### src/rtl/tx_piso_serializer_pkg.sv
// tx_piso_serializer_pkg: shared TX word width, K28.5 comma constants and serializer FSM states
package tx_piso_serializer_pkg;
   localparam int TX_WIDTH = 10;
   localparam logic [TX_WIDTH-1:0] K28_5_RDN = 10'h0FA;
   localparam logic [TX_WIDTH-1:0] K28_5_RDP = 10'h305;
   typedef enum logic {SYNC, RUN} tx_state_t;
endpackage

### src/rtl/tx_hold_reg.sv
// tx_hold_reg: single-entry holding register with full flag between encoder handshake and shifter
module tx_hold_reg
   import tx_piso_serializer_pkg::*;
#(
   parameter int WIDTH = TX_WIDTH
) (
   input  logic             clk,
   input  logic             rst_n,
   input  logic             i_push,
   input  logic             i_pop,
   input  logic [WIDTH-1:0] i_data,
   output logic [WIDTH-1:0] o_data,
   output logic             o_full
);
   logic [WIDTH-1:0] r_data;
   logic             r_full;
   // capture on push; a push wins over a pop so the flag never drops a just-written word
   always_ff @(posedge clk or negedge rst_n)
      if (!rst_n) begin
         r_data <= '0;
         r_full <= 1'b0;
      end else begin
         if (i_push) r_data <= i_data;
         r_full <= i_push | (r_full & ~i_pop);
      end
   assign o_data = r_data;
   assign o_full = r_full;
endmodule

### src/rtl/tx_piso_serializer.sv
// tx_piso_serializer: LSB-first PISO with SYNC comma preamble and idle insertion on underrun
module tx_piso_serializer
   import tx_piso_serializer_pkg::*;
#(
   parameter int               WIDTH      = TX_WIDTH,
   parameter logic [WIDTH-1:0] IDLE_WORD  = K28_5_RDN,
   parameter int               SYNC_WORDS = 4
) (
   input  logic             BitCLK,
   input  logic             Reset,
   input  logic [WIDTH-1:0] TxParallel_10,
   input  logic             TxValid,
   output logic             TxReady,
   output logic             Serial,
   output logic             WordStrobe,
   output logic             IdleInserted
);
   localparam int BW = $clog2(WIDTH);
   localparam int SW = $clog2(SYNC_WORDS + 1);
   tx_state_t        r_state;
   logic [BW-1:0]    r_bit_cnt;
   logic [SW-1:0]    r_sync_cnt;
   logic [WIDTH-1:0] r_shift;
   logic             r_strobe;
   logic             r_idle;
   logic             w_load;
   logic             w_run;
   logic             w_full;
   logic             w_accept;
   logic             w_pop;
   logic [WIDTH-1:0] w_hold;
   assign w_load   = r_bit_cnt == BW'(WIDTH - 1);
   assign w_run    = r_state == RUN;
   assign TxReady  = w_run && !w_full;
   assign w_accept = TxValid && TxReady;
   assign w_pop    = w_load && w_run && w_full;
   tx_hold_reg #(.WIDTH(WIDTH)) u_hold (
      .clk   (BitCLK),
      .rst_n (Reset),
      .i_push(w_accept),
      .i_pop (w_pop),
      .i_data(TxParallel_10),
      .o_data(w_hold),
      .o_full(w_full)
   );
   // shifter, bit counter and SYNC/RUN FSM; the bit counter resets to the load slot
   always_ff @(posedge BitCLK or negedge Reset)
      if (!Reset) begin
         r_state    <= SYNC;
         r_bit_cnt  <= BW'(WIDTH - 1);
         r_sync_cnt <= '0;
         r_shift    <= '0;
         r_strobe   <= 1'b0;
         r_idle     <= 1'b0;
      end else begin
         r_strobe <= w_load;
         r_idle   <= w_load && w_run && !w_full;
         if (w_load) begin
            r_bit_cnt <= '0;
            r_shift   <= w_pop ? w_hold : IDLE_WORD;
         end else begin
            r_bit_cnt <= r_bit_cnt + 1'b1;
            r_shift   <= r_shift >> 1;
         end
         if (!w_run && w_load) begin
            r_sync_cnt <= r_sync_cnt + 1'b1;
            if (r_sync_cnt == SW'(SYNC_WORDS - 1)) r_state <= RUN;
         end
      end
   assign Serial       = r_shift[0];
   assign WordStrobe   = r_strobe;
   assign IdleInserted = r_idle;
endmodule

### config.mk
export PLATFORM = sky130hd
export DESIGN_NAME = tx_piso_serializer
export DESIGN_NICKNAME = d
export VERILOG_FILES = /design/src/rtl/tx_piso_serializer_pkg.sv /design/src/rtl/tx_hold_reg.sv /design/src/rtl/tx_piso_serializer.sv
export SDC_FILE = /design/constraint.sdc
export NUM_CORES = 1
export LEC_CHECK = 0
export BUFFER_PORTS_ARGS = -buffer_cell sky130_fd_sc_hd__buf_2
export CAP_MARGIN = 20
export CORE_MARGIN = 1.5
export CORE_UTILIZATION = 35
export CTS_CLUSTER_SIZE = 12
export DETAILED_ROUTE_END_ITERATION = 6
export GPL_ROUTABILITY_DRIVEN = 0
export PLACE_DENSITY = 0.51
export SLEW_MARGIN = 10
export SYNTH_ARGS = -nofsm -noshare
export SYNTH_HDL_FRONTEND = slang
export SYNTH_HIERARCHICAL = 1
export SYNTH_SLANG_ARGS = --single-unit
### constraint.sdc
create_clock -name BitCLK -period 1.3 [get_ports BitCLK]
set_input_delay 0.13 -clock BitCLK [delete_from_list [all_inputs] [get_ports BitCLK]]
set_output_delay 0.13 -clock BitCLK [all_outputs]
set_load 0.02 [all_outputs]
Word-level counts from Yosys, hierarchy flattened
Index checks and enable logic that the tools add are counted.
- input bits: 13
- output and inout bits: 4
- logic and storage cells: 27
- bits in registers: 31
- eq/ne operators: 2
- mux-type cells: 3
- reduce and logical (&&, ||, !) cells: 9
- add/sub/neg operators: 2
- bitwise gates (word level): 3
- operator list (operator ; number):
    $mux W10 ; 2
    $logic_and A1 B1 Y1 ; 6
    $add A4 B1 Y4 const B ; 1
    $eq A4 B4 Y1 const B ; 1
    $mux W4 ; 1
    $add A3 B1 Y3 const B ; 1
    $eq A3 B2 Y1 const B ; 1
    $logic_not A1 Y1 ; 2
    $reduce_and A2 Y1 ; 1
    $and A1 B1 Y1 ; 1
    $not A1 Y1 ; 1
    $or A1 B1 Y1 ; 1

Logic depth before layout (Yosys ltp)
- depth in word-level cells: 6
- gate-level depth with buffers: 6
- gate-level depth less buffers: 6

Modules after synthesis
Netlist, hierarchy kept.
- modules (own cells, without submodules) (module ; area each (um2) ; times used ; sequential area each (um2) ; cells an instance):
    tx_piso_serializer ; 803.3 ; 1 ; 503.0 ; 55
    tx_hold_reg ; 445.4 ; 1 ; 275.3 ; 24

Least setup slack after synthesis
No wires, ideal clock.
- kind: flip-flop to flip-flop
- start: register r_state
- end: register u_hold.r_data[0], in the netlist u_hold/o_data[0]
- stages on the path, launching flop included: 5
- data required time: 1175 ps
- setup slack: -326 ps
- data arrival time: 1501 ps
- setup time: 125 ps
- buffers on the path: 1
- period minus slack after synthesis: 1626 ps
- path through: dfrtp_1 nor2b_1 and2_1 buf_6 mux2_4
- cells in the longest elaborated chain, start to end: 2
- ends and longest elaborated chain (what ; RTL line ; source):
    from (decl) ; tx_piso_serializer.sv:20 ; tx_state_t r_state;
    from (signal assigned) ; tx_piso_serializer.sv:49 ; r_state <= SYNC;
    from (signal assigned) ; tx_piso_serializer.sv:67 ; if (r_sync_cnt == SW'(SYNC_WORDS - 1)) r_state <= RUN;
    $logic_and A1 B1 Y1 ; tx_piso_serializer.sv:34 ; assign TxReady = w_run && !w_full;
    net TxReady ; tx_piso_serializer.sv:13 ; output logic TxReady,
    $logic_and A1 B1 Y1 ; tx_piso_serializer.sv:35 ; assign w_accept = TxValid && TxReady;
    net w_accept ; tx_piso_serializer.sv:29 ; logic w_accept;
    to (signal assigned) ; tx_hold_reg.sv:23 ; if (i_push) r_data <= i_data;
    to (decl) ; tx_hold_reg.sv:15 ; logic [WIDTH-1:0] r_data;
The timed path passes the listed nets, and every way through them passes these cells.
A chain may end at the register's enable or synchronous reset.

Worst setup path in the final report
- start: register r_bit_cnt[0]
- end: register u_hold.r_full, in the netlist u_hold/o_full
- cells in the longest elaborated chain, start to end: 6
- ends and longest elaborated chain (what ; RTL line ; source):
    from (decl) ; tx_piso_serializer.sv:21 ; logic [BW-1:0] r_bit_cnt;
    from (signal assigned) ; tx_piso_serializer.sv:50 ; r_bit_cnt <= BW'(WIDTH - 1);
    from (signal assigned) ; tx_piso_serializer.sv:62 ; r_bit_cnt <= r_bit_cnt + 1'b1;
    $eq A4 B4 Y1 ; tx_piso_serializer.sv:32 ; assign w_load = r_bit_cnt == BW'(WIDTH - 1);
    net w_load ; tx_piso_serializer.sv:26 ; logic w_load;
    $logic_and A1 B1 Y1 (2 in a row) ; tx_piso_serializer.sv:36 ; assign w_pop = w_load && w_run && w_full;
    net w_pop ; tx_piso_serializer.sv:30 ; logic w_pop;
    $not A1 Y1 ; tx_hold_reg.sv:24 ; r_full <= i_push | (r_full & ~i_pop);
    $and A1 B1 Y1 ; tx_hold_reg.sv:24 ;
    $or A1 B1 Y1 ; tx_hold_reg.sv:24 ;
    to (signal assigned) ; tx_hold_reg.sv:24 ;
    to (decl) ; tx_hold_reg.sv:16 ; logic r_full;
The timed path passes the listed nets, and every way through them passes these cells.

==> PnR_summary.wiki <==
{| class="wikitable"
! Metric !! Value
|-
| Class of the worst hold path || in2reg
|-
| Relative slew margins || 75.0%
|-
| Synth Area per Inst || 15.8 um2
|-
| Worst EP required || 1.52 ns
|-
| Summed instance area of the synthesized netlist || 1250 um2
|-
| Top cells by instance count after synthesis || 29 x sky130_fd_sc_hd__dfrtp_1, 9 x sky130_fd_sc_hd__mux2_4, 6 x sky130_fd_sc_hd__o22a_1
|-
| Number of nets at the end of the flow || 131
|-
| Synthesized net count || 94
|-
| Number of flops mapped to enable cells by yosys || 0
|-
| Fraction of registers with async set/reset || 100%
|-
| Power per Cell Area || 1200 nW/um2
|-
| Share of the core filled with cells || 46.4%
|-
| Root buffer selected by CTS || sky130_fd_sc_hd__clkbuf_4
|-
| Startpoint of the lowest-slack register-to-register path || r_bit_cnt[0]
|-
| Critical path's slowest cell || sky130_fd_sc_hd__dfstp_2
|-
| Leading register cell type out of synthesis || sky130_fd_sc_hd__dfrtp_1
|-
| Slew at the pin closest to its max-slew limit || 0.376 ns
|-
| Maximum number of pins on one net before global-route repair || 32
|-
| Leakage power of the design || 0.825 nW
|-
| IR drop worst, VDD || 0.632 mV
|-
| Number of antenna violations at the first check in global routing || 0
|-
| Origin of the worst min-delay path || TxParallel_10[4]
|-
| Die Y-Extent || 62.7 um
|-
| I/O Pins || 17
|-
| Via count of the first global-routing pass || 792
|-
| HPWL reported at the end of detailed placement || 1.37 mm
|-
| Post-synthesis sequential element count || 31
|-
| Detailed Routing Iterations Pass 1 || 2
|-
| Residual antenna-violating net count after detailed routing || 0
|-
| # rows || 21
|-
| Number of max-capacitance violations reported || 0
|-
| Shortest period the worst path allows || 1.31 ns
|-
| CTS tree || built
|-
| R2R Setup Slk || -0.007 ns
|-
| Via-per-instance ratio || 4.52
|-
| Sequence of cells on the critical path || nand4bb_4 > clkinv_4 > nand3_4 > inv_4 > inv_2 > a21o_2
|-
| Final count of negative-setup-slack endpoints || 1
|-
| Fraction of the yosys area taken by sequential cells || 62.3%
|-
| Instance count along the most critical hold path || 2
|-
| Total of warnings raised by yosys || 6
|-
| Cell type with the highest aggregate area in the netlist || sky130_fd_sc_hd__dfrtp_1
|-
| Max Root-Sink Buffers || 2
|-
| Highest cell delay on the worst timing path || 0.57 ns
|-
| DRC marker count from the first detailed-route iteration || 26
|-
| Crit path max fanout || 7
|-
| Area enclosed by the die boundary || 3940 um2
|-
| Footprint of the multi-input gates || 454 um2
|-
| Number of remaining DRC errors || 0
|-
| Data arrival time of the critical path || 1.53 ns
|-
| Average detailed-routed wire length per instance || 12.9 um
|-
| Result of the run || complete, but fails checks
|-
| Final setup margin || -0.00708 ns
|-
| Number of buffers added by the clock tree synthesis step || 5
|-
| Count of cell types in the netlist || 25
|-
| Final period utilization || 101%
|-
| Proportion of synthesized area in mux cells || 15.1%
|-
| Placed cell count || 152
|-
| Total number of vias || 737
|-
| Max-slew violation count || 0
|-
| Final TNS setup || -0.00708 ns
|-
| Fmax || 765 MHz
|-
| Cell count after synthesis || 79
|-
| Insertion delay of the later-clocked pin in the worst-skew pair || 0.33 ns
|-
| End point of the worst hold path || u_hold/o_data[4]
|-
| Violations in the final reports || negative setup slack
|-
| Kind of launch point of the worst setup path || flop
|-
| I/O Buffers || 16
|-
| Top cells by area, synth || sky130_fd_sc_hd__dfrtp_1 58%, sky130_fd_sc_hd__mux2_4 11%, sky130_fd_sc_hd__dfstp_2 4.2%, sky130_fd_sc_hd__o22a_1 4.2%, sky130_fd_sc_hd__a22o_1 2.8%
|-
| Initial Utilization || 36.8%
|-
| Final Hold Vio Count || 0
|-
| Crit path kind || reg2reg
|-
| Worst flop-to-flop path endpoint || u_hold/o_full
|-
| Setup repair after global routing missed its margin || yes
|-
| Number of inserted filler cells in the final layout || 319
|-
| Area share of fa/ha/maj cells after synthesis || 2.00%
|-
| Fraction of final layout cells sized beyond drive strength 1 || 50.4%
|-
| Category of the worst setup path capture point || flop
|-
| Area occupied by registers || 778 um2
|-
| Cell type group with the largest total delay on the critical path || flip-flops
|-
| Fraction of the mapped netlist area in simple logic gates || 6.71%
|-
| Wirelength, routed || 2.10 mm
|-
| Clk sink count || 31
|-
| Standard cell core area || 3390 um2
|-
| Layout-stage area growth over the synthesis result || 25.9%
|-
| Clock Skew || 0.00904 ns
|-
| Clock Pin Slew Worst Setup and Hold Paths || 0.10 ns
|-
| Critical path buffers and inverters || 3
|-
| Total global routing overflow || 0
|-
| Horizontal die dimension || 62.7 um
|-
| Number of antenna repair diodes || 0
|-
| Non-filler cells, final || 163
|-
| Wire length of the first global-routing pass || 3.69 mm
|-
| Share of the synthesized area in compound gates (AO/OA/AOI/OAI) || 9.12%
|-
| Portion of synthesized cell area occupied by the leading cell type || 58.1%
|-
| Main combinational cell family by area after synthesis || multiplexers
|-
| Top-count cell post-synth || sky130_fd_sc_hd__dfrtp_1
|-
| R2R depth || 6
|-
| Max H-tree Level || 2
|-
| Post-synthesis share of cell area spent on xor and xnor gates || 1.40%
|-
| Total Routing Usage GR || 12.8%
|}
## kinds of logic (layout without fill, tap and decap cells)
| logic type | count (synthesis) | after routing |
|---|---|---|
| compound gates | 14 | 14 |
| xor+xnor | 2 | 2 |
| fa+ha+maj | 2 | 2 |
| buf+inv | 7 | 44 |
| flops | 31 | 31 |
| mux | 14 | 14 |
| simple gates | 9 | 10 |
## power breakdown
part	leakage [nW]	internal (mW)	total [mW]	switching [mW]
sequential	0.395	1.04	1.08	0.0427
combinational	0.401	0.186	0.283	0.0969
clock	0.0293	0.211	0.528	0.317
total	0.825	1.43	1.89	0.457
## per-layer routing
| metal | vias to the layer above | global-route usage, % | routed length [um] |
|---|---|---|---|
| li1 | 356 | - | - |
| met2 | 17 | 18.7 | 903 |
| met4 | 0 | 5.83 | 34 |
| met3 | 6 | 5.05 | 98 |
| met1 | 358 | 16.6 | 1070 |
| met5 | - | 0 | 0 |
## placed cells by master, fill, tap and decap left out
master                          netlist  layout
sky130_fd_sc_hd__buf_4                0      11
sky130_fd_sc_hd__xnor2_1              1       1
sky130_fd_sc_hd__dlygate4sd3_1        0       1
sky130_fd_sc_hd__clkbuf_1             0       2
sky130_fd_sc_hd__mux2i_1              2       2
sky130_fd_sc_hd__nand4bb_4            1       1
sky130_fd_sc_hd__inv_4                1       1
sky130_fd_sc_hd__clkinv_2             0       1
sky130_fd_sc_hd__ha_1                 2       2
sky130_fd_sc_hd__dfrtp_1             29      29
sky130_fd_sc_hd__nor2b_4              0       1
sky130_fd_sc_hd__inv_2                0       1
sky130_fd_sc_hd__a22o_1               4       4
sky130_fd_sc_hd__mux2_4               9      10
sky130_fd_sc_hd__mux2_2               2       1
sky130_fd_sc_hd__buf_6                1       3
sky130_fd_sc_hd__o21ai_0              1       1
sky130_fd_sc_hd__clkbuf_4             0       5
sky130_fd_sc_hd__mux2_1               1       1
sky130_fd_sc_hd__nand2_1              2       2
sky130_fd_sc_hd__and2_1               3       1
sky130_fd_sc_hd__nor2_2               1       1
sky130_fd_sc_hd__buf_2                0      15
sky130_fd_sc_hd__a21oi_1              1       1
sky130_fd_sc_hd__inv_1                4       3
sky130_fd_sc_hd__a21o_2               1       1
sky130_fd_sc_hd__dfstp_2              2       2
sky130_fd_sc_hd__o22a_1               6       6
sky130_fd_sc_hd__nand3_4              1       1
sky130_fd_sc_hd__a21o_1               1       1
sky130_fd_sc_hd__xor2_1               1       1
sky130_fd_sc_hd__and2_4               0       3
sky130_fd_sc_hd__clkinv_4             0       1
## worst reg2reg max path: stages, from the launching register on
cell                        delay [ns]
sky130_fd_sc_hd__dfstp_2          0.57
sky130_fd_sc_hd__nand4bb_4        0.15
sky130_fd_sc_hd__clkinv_4         0.08
sky130_fd_sc_hd__nand3_4          0.11
sky130_fd_sc_hd__inv_4            0.10
sky130_fd_sc_hd__inv_2            0.03
sky130_fd_sc_hd__a21o_2           0.17
## worst max-delay path by stage
stage	from	depth (start not counted)	slack [ns]	to
after global routing	r_bit_cnt[0]	3	-0.07	r_sync_cnt[1]
final	r_bit_cnt[0]	6	-0.007	u_hold/o_full
after global placement	r_bit_cnt[3]	6	-0.0009	u_hold/o_full
after floorplan	r_state	4	-0.09	u_hold/o_data[0]
after detailed placement	r_bit_cnt[3]	6	-0.03	u_hold/o_full
after CTS	r_bit_cnt[0]	6	-0.03	u_hold/o_full
## flip-flops by register name, indices dropped and copies added (netlist names)
register,count
IdleInserted,1
WordStrobe,1
r_bit_cnt,4
r_shift,10
r_state,1
r_sync_cnt,3
u_hold/o_data,10
u_hold/o_full,1
## final cells by class
cell class	instances	area share, %
clock buffers	7	2.87
clock inverters	1	0.318
inverters	6	1.91
multi-input cells	42	28.9
flip-flops and latches	31	49.5
well taps	46	3.66
repair buffers	30	12.8
## repair_timing
item	CTS	global route
pin swaps	3	2
setup endpoints to repair	5	11
gates resized for setup	1	7
buffers inserted	1	0
endpoints found under the hold margin	29	0
hold buffers	1	0
cloned	1	0
## through the flow
step	cell area (um2)	power [mW]	setup WS, ns	hold WS (ns)
finish	1570	1.89	-0.00708	0.0252
global route	1570	1.99	-0.0723	0.00794
CTS	1550	1.90	-0.0334	0.0103
detailed placement	1480	1.35	-0.0284	0.166
global placement	1480	1.35	-0.000939	0.168
floorplan	1260	1.27	-0.0904	-0.166
No activity file was read; power rests on OpenSTA's default activity.
